### config.mk
export PLATFORM = sky130hd
export DESIGN_NAME = dtt_xbar_arbiter_flat
export DESIGN_NICKNAME = d
export VERILOG_FILES = /design/src/rtl/dtt_xbar_pkg.sv /design/src/rtl/dtt_xbar_arbiter_if.sv /design/src/rtl/dtt_rr_arbiter.sv /design/src/rtl/dtt_xbar_arbiter.sv /design/src/flat_wrapper.sv
export SDC_FILE = /design/constraint.sdc
export NUM_CORES = 1
export LEC_CHECK = 0
export ABC_CLOCK_PERIOD_IN_PS = 4900
export BUFFER_PORTS_ARGS = -buffer_cell sky130_fd_sc_hd__buf_2
export CORE_MARGIN = 3
export CORE_UTILIZATION = 25
export CTS_BUF_LIST = sky130_fd_sc_hd__clkbuf_4
export DETAILED_ROUTE_END_ITERATION = 10
export PLACE_DENSITY_LB_ADDON = 0.3
export SYNTH_ARGS = -nofsm -noshare
export SYNTH_HDL_FRONTEND = slang
export SYNTH_SLANG_ARGS = --single-unit
### constraint.sdc
create_clock -name clk -period 4.9 [get_ports clk]
set_input_delay 0.735 -clock clk [delete_from_list [all_inputs] [get_ports clk]]
set_output_delay 0.735 -clock clk [all_outputs]
set_load 0.005 [all_outputs]
### src/rtl/dtt_xbar_pkg.sv
// Shared types and helpers for the crossbar output arbiter.
package dtt_xbar_pkg;

  typedef enum logic {IDLE = 1'b0, LOCKED = 1'b1} arb_state_e;

  localparam int MAX_IN = 32;

  function automatic int credit_w(input int credits);
    return $clog2(credits + 1);
  endfunction

  // Index of the first set bit strictly after ptr, wrapping within n; -1 if none.
  function automatic int rr_first(input logic [MAX_IN-1:0] req, input int n, input int ptr);
    int idx;
    int pos;
    pos = -1;
    for (int k = 1; k <= MAX_IN; k++) begin
      idx = (ptr + k) % n;
      pos = (k <= n && pos < 0 && req[idx]) ? idx : pos;
    end
    return pos;
  endfunction

endpackage

### src/rtl/dtt_xbar_arbiter_if.sv
// Requester/crossbar handshake bundle seen by the output arbiter.
interface dtt_xbar_arbiter_if #(
  parameter int N_IN  = 4,
  parameter int N_OUT = 4,
  parameter int IDX_W = $clog2(N_IN)
) ();
  logic [N_IN-1:0]             req_valid;
  logic [N_IN-1:0][N_OUT-1:0]  req_dest;
  logic [N_IN-1:0]             req_last;
  logic [N_IN-1:0]             req_ready;
  logic [N_OUT-1:0][IDX_W-1:0] xbar_sel;
  logic [N_OUT-1:0]            xbar_valid;
  logic [N_OUT-1:0]            credit_return;
  logic [N_OUT-1:0]            out_enable;
  logic [N_IN-1:0]             drop_err;

  modport slave (
    input  req_valid, req_dest, req_last, credit_return, out_enable,
    output req_ready, xbar_sel, xbar_valid, drop_err
  );

  modport master (
    output req_valid, req_dest, req_last, credit_return, out_enable,
    input  req_ready, xbar_sel, xbar_valid, drop_err
  );
endinterface

### src/rtl/dtt_rr_arbiter.sv
// One crossbar output: round-robin pick, packet lock, and downstream credit count.
module dtt_rr_arbiter
  import dtt_xbar_pkg::*;
#(
  parameter int N_IN     = 4,
  parameter int CREDITS  = 4,
  parameter int IDX_W    = $clog2(N_IN),
  parameter int CREDIT_W = credit_w(CREDITS)
) (
  input  logic             clk,
  input  logic             rst_n,
  input  logic [N_IN-1:0]  i_req,
  input  logic [N_IN-1:0]  i_last,
  input  logic             i_enable,
  input  logic             i_credit_return,
  output logic [N_IN-1:0]  o_grant,
  output logic             o_valid,
  output logic [IDX_W-1:0] o_idx
);

  arb_state_e          r_state, w_state_nxt;
  logic [IDX_W-1:0]    r_owner, w_owner_nxt;
  logic [IDX_W-1:0]    r_ptr, w_ptr_nxt;
  logic [CREDIT_W-1:0] r_credit, w_credit_nxt;
  logic                w_eligible;
  int                  w_pos;

  assign w_eligible = i_enable && (r_credit != '0);
  assign w_pos      = rr_first(MAX_IN'(i_req), N_IN, int'(r_ptr));

  // Grant selection; a locked output only ever serves its owner
  always_comb begin
    o_valid     = 1'b0;
    o_idx       = '0;
    w_state_nxt = r_state;
    w_owner_nxt = r_owner;
    w_ptr_nxt   = r_ptr;
    if (!w_eligible) begin
      o_valid = 1'b0;
    end else if (r_state == LOCKED) begin
      if (i_req[r_owner]) begin
        o_valid     = 1'b1;
        o_idx       = r_owner;
        w_state_nxt = i_last[r_owner] ? IDLE : LOCKED;
      end else begin
        o_valid = 1'b0;
      end
    end else if (w_pos >= 0) begin
      o_valid   = 1'b1;
      o_idx     = IDX_W'(w_pos);
      w_ptr_nxt = IDX_W'(w_pos);
      if (i_last[IDX_W'(w_pos)]) begin
        w_state_nxt = IDLE;
      end else begin
        w_state_nxt = LOCKED;
        w_owner_nxt = IDX_W'(w_pos);
      end
    end else begin
      o_valid = 1'b0;
    end
    o_grant = o_valid ? (N_IN'(1) << o_idx) : '0;
  end

  // Credit bookkeeping; a return at full count is ignored
  always_comb begin
    w_credit_nxt = r_credit;
    case ({o_valid, i_credit_return})
      2'b10:   w_credit_nxt = r_credit - CREDIT_W'(1);
      2'b01:   w_credit_nxt = (r_credit == CREDIT_W'(CREDITS)) ? r_credit : r_credit + CREDIT_W'(1);
      default: w_credit_nxt = r_credit;
    endcase
  end

  // State register
  always_ff @(posedge clk or negedge rst_n) begin
    if (!rst_n) begin
      r_state  <= IDLE;
      r_owner  <= '0;
      r_ptr    <= IDX_W'(N_IN - 1);
      r_credit <= CREDIT_W'(CREDITS);
    end else begin
      r_state  <= w_state_nxt;
      r_owner  <= w_owner_nxt;
      r_ptr    <= w_ptr_nxt;
      r_credit <= w_credit_nxt;
    end
  end

endmodule

### src/rtl/dtt_xbar_arbiter.sv
// Per-output scheduler in front of the crossbar: decodes destinations, runs one
// arbiter per output, merges grants into req_ready, and flags illegal-dest drops.
module dtt_xbar_arbiter
  import dtt_xbar_pkg::*;
#(
  parameter int N_IN    = 4,
  parameter int N_OUT   = 4,
  parameter int CREDITS = 4,
  parameter int IDX_W   = $clog2(N_IN)
) (
  input logic               clk,
  input logic               rst_n,
  dtt_xbar_arbiter_if.slave bus
);

  logic [N_IN-1:0]             w_legal;
  logic [N_IN-1:0]             w_drop;
  logic [N_IN-1:0]             w_ready;
  logic [N_OUT-1:0][N_IN-1:0]  w_req;
  logic [N_OUT-1:0][N_IN-1:0]  w_grant;
  logic [N_OUT-1:0]            w_valid;
  logic [N_OUT-1:0][IDX_W-1:0] w_sel;
  logic [N_IN-1:0]             r_drop_err;

  // Destination decode into per-output request vectors
  always_comb begin
    w_legal = '0;
    w_drop  = '0;
    w_req   = '0;
    for (int i = 0; i < N_IN; i++) begin
      w_legal[i] = bus.req_dest[i] < N_OUT'(N_OUT);
      w_drop[i]  = bus.req_valid[i] && !w_legal[i];
      for (int j = 0; j < N_OUT; j++) begin
        w_req[j][i] = bus.req_valid[i] && w_legal[i] && (bus.req_dest[i] == N_OUT'(j));
      end
    end
  end

  // Illegal beats are accepted immediately so the requester never blocks on them
  always_comb begin
    w_ready = w_drop;
    for (int j = 0; j < N_OUT; j++) begin
      w_ready = w_ready | w_grant[j];
    end
  end

  for (genvar j = 0; j < N_OUT; j++) begin : g_out
    dtt_rr_arbiter #(
      .N_IN    (N_IN),
      .CREDITS (CREDITS),
      .IDX_W   (IDX_W)
    ) u_arb (
      .clk             (clk),
      .rst_n           (rst_n),
      .i_req           (w_req[j]),
      .i_last          (bus.req_last),
      .i_enable        (bus.out_enable[j]),
      .i_credit_return (bus.credit_return[j]),
      .o_grant         (w_grant[j]),
      .o_valid         (w_valid[j]),
      .o_idx           (w_sel[j])
    );
  end

  // Drop error pulse, one cycle after the dropped beat
  always_ff @(posedge clk or negedge rst_n) begin
    if (!rst_n) begin
      r_drop_err <= '0;
    end else begin
      r_drop_err <= w_drop;
    end
  end

  // Grant outputs are combinational, so hold them quiet while reset is asserted
  assign bus.req_ready  = rst_n ? w_ready : '0;
  assign bus.xbar_valid = rst_n ? w_valid : '0;
  assign bus.xbar_sel   = rst_n ? w_sel : '0;
  assign bus.drop_err   = r_drop_err;

endmodule

### src/flat_wrapper.sv
// flat-port wrapper written by rule: the top's interface ports become plain ports
module dtt_xbar_arbiter_flat import dtt_xbar_pkg::*;
#(
  parameter int N_IN    = 4,
  parameter int N_OUT   = 4,
  parameter int CREDITS = 4,
  parameter int IDX_W   = $clog2(N_IN)
)
  (clk, rst_n, bus_req_valid, bus_req_dest, bus_req_last, bus_credit_return, bus_out_enable, bus_req_ready, bus_xbar_sel, bus_xbar_valid, bus_drop_err);
  dtt_xbar_arbiter_if #(.N_IN(N_IN), .N_OUT(N_OUT), .IDX_W(IDX_W)) bus_i ();
  input logic clk;
  input logic rst_n;
  input wire logic [$bits(bus_i.req_valid)-1:0] bus_req_valid;
  input wire logic [$bits(bus_i.req_dest)-1:0] bus_req_dest;
  input wire logic [$bits(bus_i.req_last)-1:0] bus_req_last;
  input wire logic [$bits(bus_i.credit_return)-1:0] bus_credit_return;
  input wire logic [$bits(bus_i.out_enable)-1:0] bus_out_enable;
  output wire logic [$bits(bus_i.req_ready)-1:0] bus_req_ready;
  output wire logic [$bits(bus_i.xbar_sel)-1:0] bus_xbar_sel;
  output wire logic [$bits(bus_i.xbar_valid)-1:0] bus_xbar_valid;
  output wire logic [$bits(bus_i.drop_err)-1:0] bus_drop_err;
  assign bus_i.req_valid = bus_req_valid;
  assign bus_i.req_dest = bus_req_dest;
  assign bus_i.req_last = bus_req_last;
  assign bus_i.credit_return = bus_credit_return;
  assign bus_i.out_enable = bus_out_enable;
  assign bus_req_ready = bus_i.req_ready;
  assign bus_xbar_sel = bus_i.xbar_sel;
  assign bus_xbar_valid = bus_i.xbar_valid;
  assign bus_drop_err = bus_i.drop_err;
  dtt_xbar_arbiter #(.N_IN(N_IN), .N_OUT(N_OUT), .CREDITS(CREDITS), .IDX_W(IDX_W)) u_core (.clk(clk), .rst_n(rst_n), .bus(bus_i));
endmodule
==> results.yml, run 1 <==
outcome:
  status: "finished, final reports clean"
clocking:
  cts.reportedPaths.clkPinSlew_ns: 0.13
  count_of_hold_buffers_inserted_by_post_cts_repair: 0
  clkSinkCount: 36
  htree_levels: 2
  cts_tree: "done"
  clk_path_buf_depth: 2
  insertion_delay_ns: 0.35
  cts_post_setup_buffers_inserted: 0
  cts.root.buffer_cell: "clkbuf_4"
  cts_inserted_buffers: 5
  number_of_gates_resized_after_cts: 0
power:
  power.leakage_nw: 1.59
  switchingPower_mw: 0.597
  total_power_mw: 1.37
  register_share_of_total_power: 0.483
  pwr-share-comb: 0.386
  swShare: 0.437
  clkPwrFrac: 0.130
  vdd_ir_drop_max_mv: 0.132
  pwr_density_cell_nw_per_um2: 344
  internal_power_mw: 0.770
timing:
  fin_worst_skew_ns: 0.00438
  max_slew.worst_pin.slew_ns: 0.849
  hold_viol_final: 0
  grt_setup_unrepaired: "no"
  setup_viol_count_final: 0
  fin_crit_sh: 0.780
  timing_max_transition_violations_final: 0
  tns_ns: 0
  worst_slew_margin_rel: 0.431
  timing.final.crit_period_ns: 3.82
  maxClockFrequency_mhz: 262
cells_and_area:
  layout-area-overhead-vs-synth_pct: 14.0
  multiInputGateArea_um2: 2430
  antenna_cells: 0
  final_nets: 523
  fillCellCount: 1475
  drive_above_1_share: 0.198
  seqCellArea_um2: 916
logic_synthesis:
  synth_edf_count: 0
  netlist-cell-type-count: 81
  async_flop_share: 1.00
  synthesis.instances: 439
  syn-num-nets: 477
  prevailing_post_synth_register_cell: "dfrtp_1"
  ys.warnings.count: 0
  synth.yosys.seq_area_share: 0.263
  syn_area_per_cell_um2: 7.94
  syn_area_um2: 3490
  synth_seq_cells: 36
route:
  detailed_router_iteration_count_before_antenna_repair: 5
  vias: 3763
  vias_per_cell: 5.68
  drc_errors_left: 0
  routed_wirelength_um: 11800
  postRouteAntennaNets: 0
  wire_per_inst_um: 17.9
  dr.first_iter.drc_count: 372
worst_setup_path:
  critical_path_sink_type: "output port"
  worstSetupStartpointType: "primary input"
  critical_path_rt_ns: 4.16
  timing_worst_setup_path_type: "in -> out"
  critical_path.max_fanout: 12
  worstPathArrival_ns: 3.09
job:
  max-cap-violations: 0
worst_hold_path:
  min_path_type: "in -> async"
floorplanning:
  initial_core_util: 0.259
  rows: 42
  design.die.area_um2: 15400
  dieWidth_um: 124
  core_box_area_um2: 13500
  io_pins: 54
  dieHeight_um: 124
grt:
  grt_first_pass_wirelength_um: 19200
  grt_start_max_net_pins: 42
  grt_util_all_layers: 0.158
  globalRoute.totalOverflow: 0
  antenna_found_initial: 0
  first_global_vias: 3622
place:
  placement.io_buffers: 53
  place_hpwl_um: 9230
  gp_routability_congestion: 0.954
cells by family (layout without fill, tap and decap cells):
kind of cell	count (synthesis)	count (layout)	share of synthesized area
muxes	18	18	0.0596
xor gates and xnor gates	3	3	0.00754
adders and majority gates	4	4	0.0230
DFF	36	36	0.263
buffers and inverters	35	82	0.0391
and+or+nand+nor	179	179	0.277
AOI/OAI and AO/OA	164	164	0.331
worst max-delay path, cell delays in order:
cell      delay, ns
buf_2          0.12
or3b_1         0.48
o22ai_1        0.33
o21ai_1        0.35
o21bai_1       0.36
o22ai_1        0.15
o41a_1         0.42
buf_2          0.14
placed cells by master (no fill, tap or decap), types with 5 or more instances in the layout:
cell      Yosys  routed
o21ai_0      34      34
o22ai_1       8       8
nor3_1       17      17
dfstp_2      12      12
a211oi_1     12      12
o31ai_1       6       6
nor2_1       36      36
a21oi_1      32      32
nor2b_1       6       6
nand2_1      43      43
o21a_1        7       7
nand3_1      14      14
buf_2         3      53
mux2i_1      14      14
clkbuf_4      0       7
nor3b_1       6       6
and3_1        9       9
dfrtp_1      24      24
and2_1        6       6
inv_1        20      20
or3_1         7       7
o211ai_1      5       5
nand2b_1     10      10
final cells by class:
cell class                      instances  share of cell area
Inverter                               20              0.0189
Multi-Input combinational cell        368               0.612
Timing Repair Buffer                   54              0.0686
Sequential cell                        36               0.230
Clock buffer                            7              0.0132
Tap cell                              176              0.0554
Clock inverter                          1            0.000945
path summary, 6_finish.rpt:
kind | from | to | slack (ns) | cells past startpoint
max | bus_req_dest[3] | bus_req_ready[1] | 1.08 | 8
max in group asynchronous | rst_n | u_core.g_out[2].u_arb.r_ptr[0] | 4.06 | 2
max reg2reg | u_core.g_out[1].u_arb.r_credit[0] | u_core.g_out[1].u_arb.r_credit[1] | 1.86 | 9
min reg2reg | u_core.g_out[3].u_arb.r_ptr[0] | u_core.g_out[3].u_arb.r_ptr[0] | 0.48 | 2
min | rst_n | u_core.g_out[0].u_arb.r_credit[1] | 0.45 | 2
min in group clk | u_core.g_out[3].u_arb.r_ptr[0] | u_core.g_out[3].u_arb.r_ptr[0] | 0.48 | 2
cell usage after synthesis (all sizes together) (6+ instances only):
| master | number | area (um^2) |
|---|---|---|
| nand2 | 44 | 168 |
| o21ai | 40 | 215 |
| nor2 | 38 | 148 |
| a21oi | 32 | 160 |
| dfrtp | 24 | 601 |
| inv | 20 | 75.1 |
| nor3 | 19 | 105 |
| nand3 | 15 | 80.1 |
| mux2i | 14 | 140 |
| a211oi | 13 | 103 |
| dfstp | 12 | 315 |
| nand2b | 10 | 62.6 |
| and3 | 9 | 56.3 |
| clkbuf | 8 | 31.3 |
| o22ai | 8 | 50.1 |
| buf | 7 | 30.0 |
| o21a | 7 | 52.6 |
| or3 | 7 | 43.8 |
| and2 | 6 | 37.5 |
| nor2b | 6 | 37.5 |
| nor3b | 6 | 45.0 |
| o31ai | 6 | 45.0 |
metrics by stage:
step	cell area [um^2]	worst slack [ns]	hold slack [ns]	instances	util
6_report	3970	1.08	0.450	662	0.295
5_1_grt	3970	0.901	0.483	662	0.295
4_1_cts	3970	1.09	0.464	662	0.295
3_5_place_dp	3920	1.11	0.468	654	0.291
3_3_place_gp	3920	1.09	0.464	654	0.291
2_1_floorplan	3490	1.73	0.439	439	-
metal layers:
layer | wire length (um) | global-route usage
met4 | 272 | 0.0486
met5 | 0 | 0
met3 | 853 | 0.0268
met1 | 5370 | 0.220
met2 | 5340 | 0.251
registers in the layout (all words and copies together), names as in the netlist:
register,count
u_core.g_out.u_arb.r_credit,12
u_core.g_out.u_arb.r_state,4
u_core.g_out.u_arb.r_owner,8
u_core.bus.drop_err,4
u_core.g_out.u_arb.r_ptr,8
power by group through the flow:
stage / Clock (mW) / Sequential (mW) / Combinational, mW
5_1_grt: 0.197 / 0.692 / 0.610
2_1_floorplan: 0 / 0.584 / 0.427
4_1_cts: 0.185 / 0.656 / 0.531
6_report: 0.178 / 0.660 / 0.528
3_3_place_gp: 0 / 0.654 / 0.503
3_5_place_dp: 0 / 0.661 / 0.528
Note: power is estimated with default switching activity, not from simulation.
==> run 2, diff against run 1 <==
- ABC_CLOCK_PERIOD_IN_PS: 4900 -> 3600
- clock period: 4.9 -> 3.6 ns (I/O delays scaled with it)
==> run 2 against run 1 <==
  * Core utilization grew 0.78 points
  * Clock power grew 34%
  * Final cell count increased by 2.1%
  * Total power grew 38%
  * Critical endpoint unchanged
  * Largest power group unchanged
==> results.yml, run 2 (synthesis results as in run 1) <==
timing:
  timing_max_transition_violations_final: 0
  worst_slack_ns: 0.141
  hold_ws_ns: 0.242
  maxClockFrequency_mhz: 289
  fin_worst_skew_ns: 0.00610
  timing.final.crit_period_ns: 3.46
  max_slew.worst_pin.slew_ns: 0.743
  grt_setup_unrepaired: "no"
  setup_viol_count_final: 0
  fin_crit_sh: 0.961
  tns_ns: 0
  worst_slew_margin_rel: 0.499
  hold_viol_final: 0
floorplanning:
  rows: 42
  initial_core_util: 0.259
  design.die.area_um2: 15400
  dieWidth_um: 124
  core_box_area_um2: 13500
  io_pins: 54
  dieHeight_um: 124
worst_setup_path:
  cp.buffers_inverters: 2
  critical_path.max_fanout: 6
  critical_path_sink_type: "output port"
  critical_path_rt_ns: 3.06
  worstSetupStartpointType: "primary input"
  timing_worst_setup_path_type: "in -> out"
  crit_top_cell: "buf_2"
  worstPathArrival_ns: 2.92
  cpLargestDelayFamily: "compound AO/OA/AOI/OAI gates"
  crit_path_top_delay_cell: "nor4b_4"
  critical_path.cell_chain: "buf_2 > nor4b_4 > a22oi_1 > a311o_1 > o21ai_1 > o22ai_1 > o41a_1 > buf_2"
  cpPeakStageDelay_ns: 0.47
clocking:
  number_of_gates_resized_after_cts: 0
  insertion_delay_ns: 0.36
  cts_post_setup_buffers_inserted: 0
  cts_tree: "done"
  clkSinkCount: 36
  htree_levels: 2
  count_of_hold_buffers_inserted_by_post_cts_repair: 0
  cts.root.buffer_cell: "clkbuf_4"
  clk_path_buf_depth: 2
  cts.reportedPaths.clkPinSlew_ns: 0.12
  cts_inserted_buffers: 5
route:
  wire_per_inst_um: 18.4
  routed_wirelength_um: 12500
  drc_errors_left: 0
  vias: 3841
  vias_per_cell: 5.68
  detailed_router_iteration_count_before_antenna_repair: 5
  dr.first_iter.drc_count: 358
  postRouteAntennaNets: 0
cells_and_area:
  largestRegisters: "u_core.g_out.u_arb.r_credit: 12 flops, u_core.g_out.u_arb.r_owner: 8 flops, u_core.g_out.u_arb.r_ptr: 8 flops"
  layout-area-overhead-vs-synth_pct: 17.0
  most_used_cells_in_the_layout_excluding_fill_and_tap_cells: "buf_2, nand2_1, nor2_1, o21ai_0, a21oi_1"
  final_nets: 537
  largest_register_ffs: 12
  registers.top_by_ff_count: "u_core.g_out.u_arb.r_credit"
  layout.cells.most_common: "buf_2"
  drive_above_1_share: 0.220
  finalNonFillerCells: 676
  antenna_cells: 0
power:
  vdd_ir_drop_max_mv: 0.128
  power.leakage_nw: 1.66
  pwr_density_cell_nw_per_um2: 464
grt:
  grt_start_max_net_pins: 42
  grt_first_pass_wirelength_um: 19500
  first_global_vias: 3747
  antenna_found_initial: 0
  globalRoute.totalOverflow: 0
  grt_util_all_layers: 0.161
place:
  gp_routability_congestion: 0.959
  place_hpwl_um: 9690
  place_ws_ns: 0.177
  dp_cells: 668
  placement.io_buffers: 53
worst_hold_path:
  min_path_type: "in -> async"
job:
  max-cap-violations: 0
outcome:
  status: "finished, final reports clean"
==> run 2: cell count changes in the layout (fill, tap and decap cells not counted), sizes merged <==
cell and delta:
buf +14
==> run 2: worst reg2reg max path, stage by stage, from the launching register on <==
cell and delay (ns):
dfrtp_1 0.50, o311ai_1 0.43, or2_2 0.21, a21oi_1 0.06, buf_4 0.16, nor2_1 0.21, nand3_1 0.14, fa_1 0.46
or2_2 0.30, mux2_2 0.26, mux2i_1 0.14
==> run 2: power by group <==
group          switching, mW  internal, mW  total [mW]  leakage (nW)
registers              0.298         0.616       0.914         0.410
logic                  0.387         0.351       0.737          1.22
clock network          0.149        0.0903       0.239        0.0338
==> run 2: final timing paths <==
check | cells past startpoint | slack, ns | from | endpoint
setup reg to reg | 10 | 0.66 | u_core.g_out[3].u_arb.r_credit[0] | u_core.g_out[3].u_arb.r_credit[2]
setup / recovery | 8 | 0.14 | bus_req_dest[15] | bus_req_ready[1]
max in group asynchronous | 2 | 2.98 | rst_n | u_core.g_out[3].u_arb.r_ptr[0]
hold / removal | 2 | 0.24 | rst_n | u_core.g_out[0].u_arb.r_credit[1]
min in group clk | 2 | 0.47 | bus_req_valid[2] | u_core.bus.drop_err[2]
hold reg to reg | 2 | 0.48 | u_core.g_out[3].u_arb.r_ptr[0] | u_core.g_out[3].u_arb.r_ptr[0]
==> run 2: area by class of cell <==
cell class,count,area (um^2)
flip-flops and latches,36,916
well taps,176,220
repair buffers,68,378
fillers,1493,9370
clock inverters,1,3.75
multi-input cells,368,2430
clock buffers,7,52.6
inverters,20,75.1
==> run 2: through the flow <==
stage          instance area (um^2)  utilization  total power, mW
2_1_floorplan                  3490            -             1.38
3_3_place_gp                   4020        0.299             1.60
3_5_place_dp                   4020        0.299             1.64
4_1_cts                        4080        0.303             1.89
5_1_grt                        4080        0.303             2.05
6_report                       4080        0.303             1.89
==> run 2: routing by layer <==
metal	part of all wire	up-vias	GRT usage
met4	0.024	0	0.0513
met3	0.073	25	0.0286
met5	0	-	0
met2	0.43	176	0.254
met1	0.47	1837	0.224
li1	-	1803	-
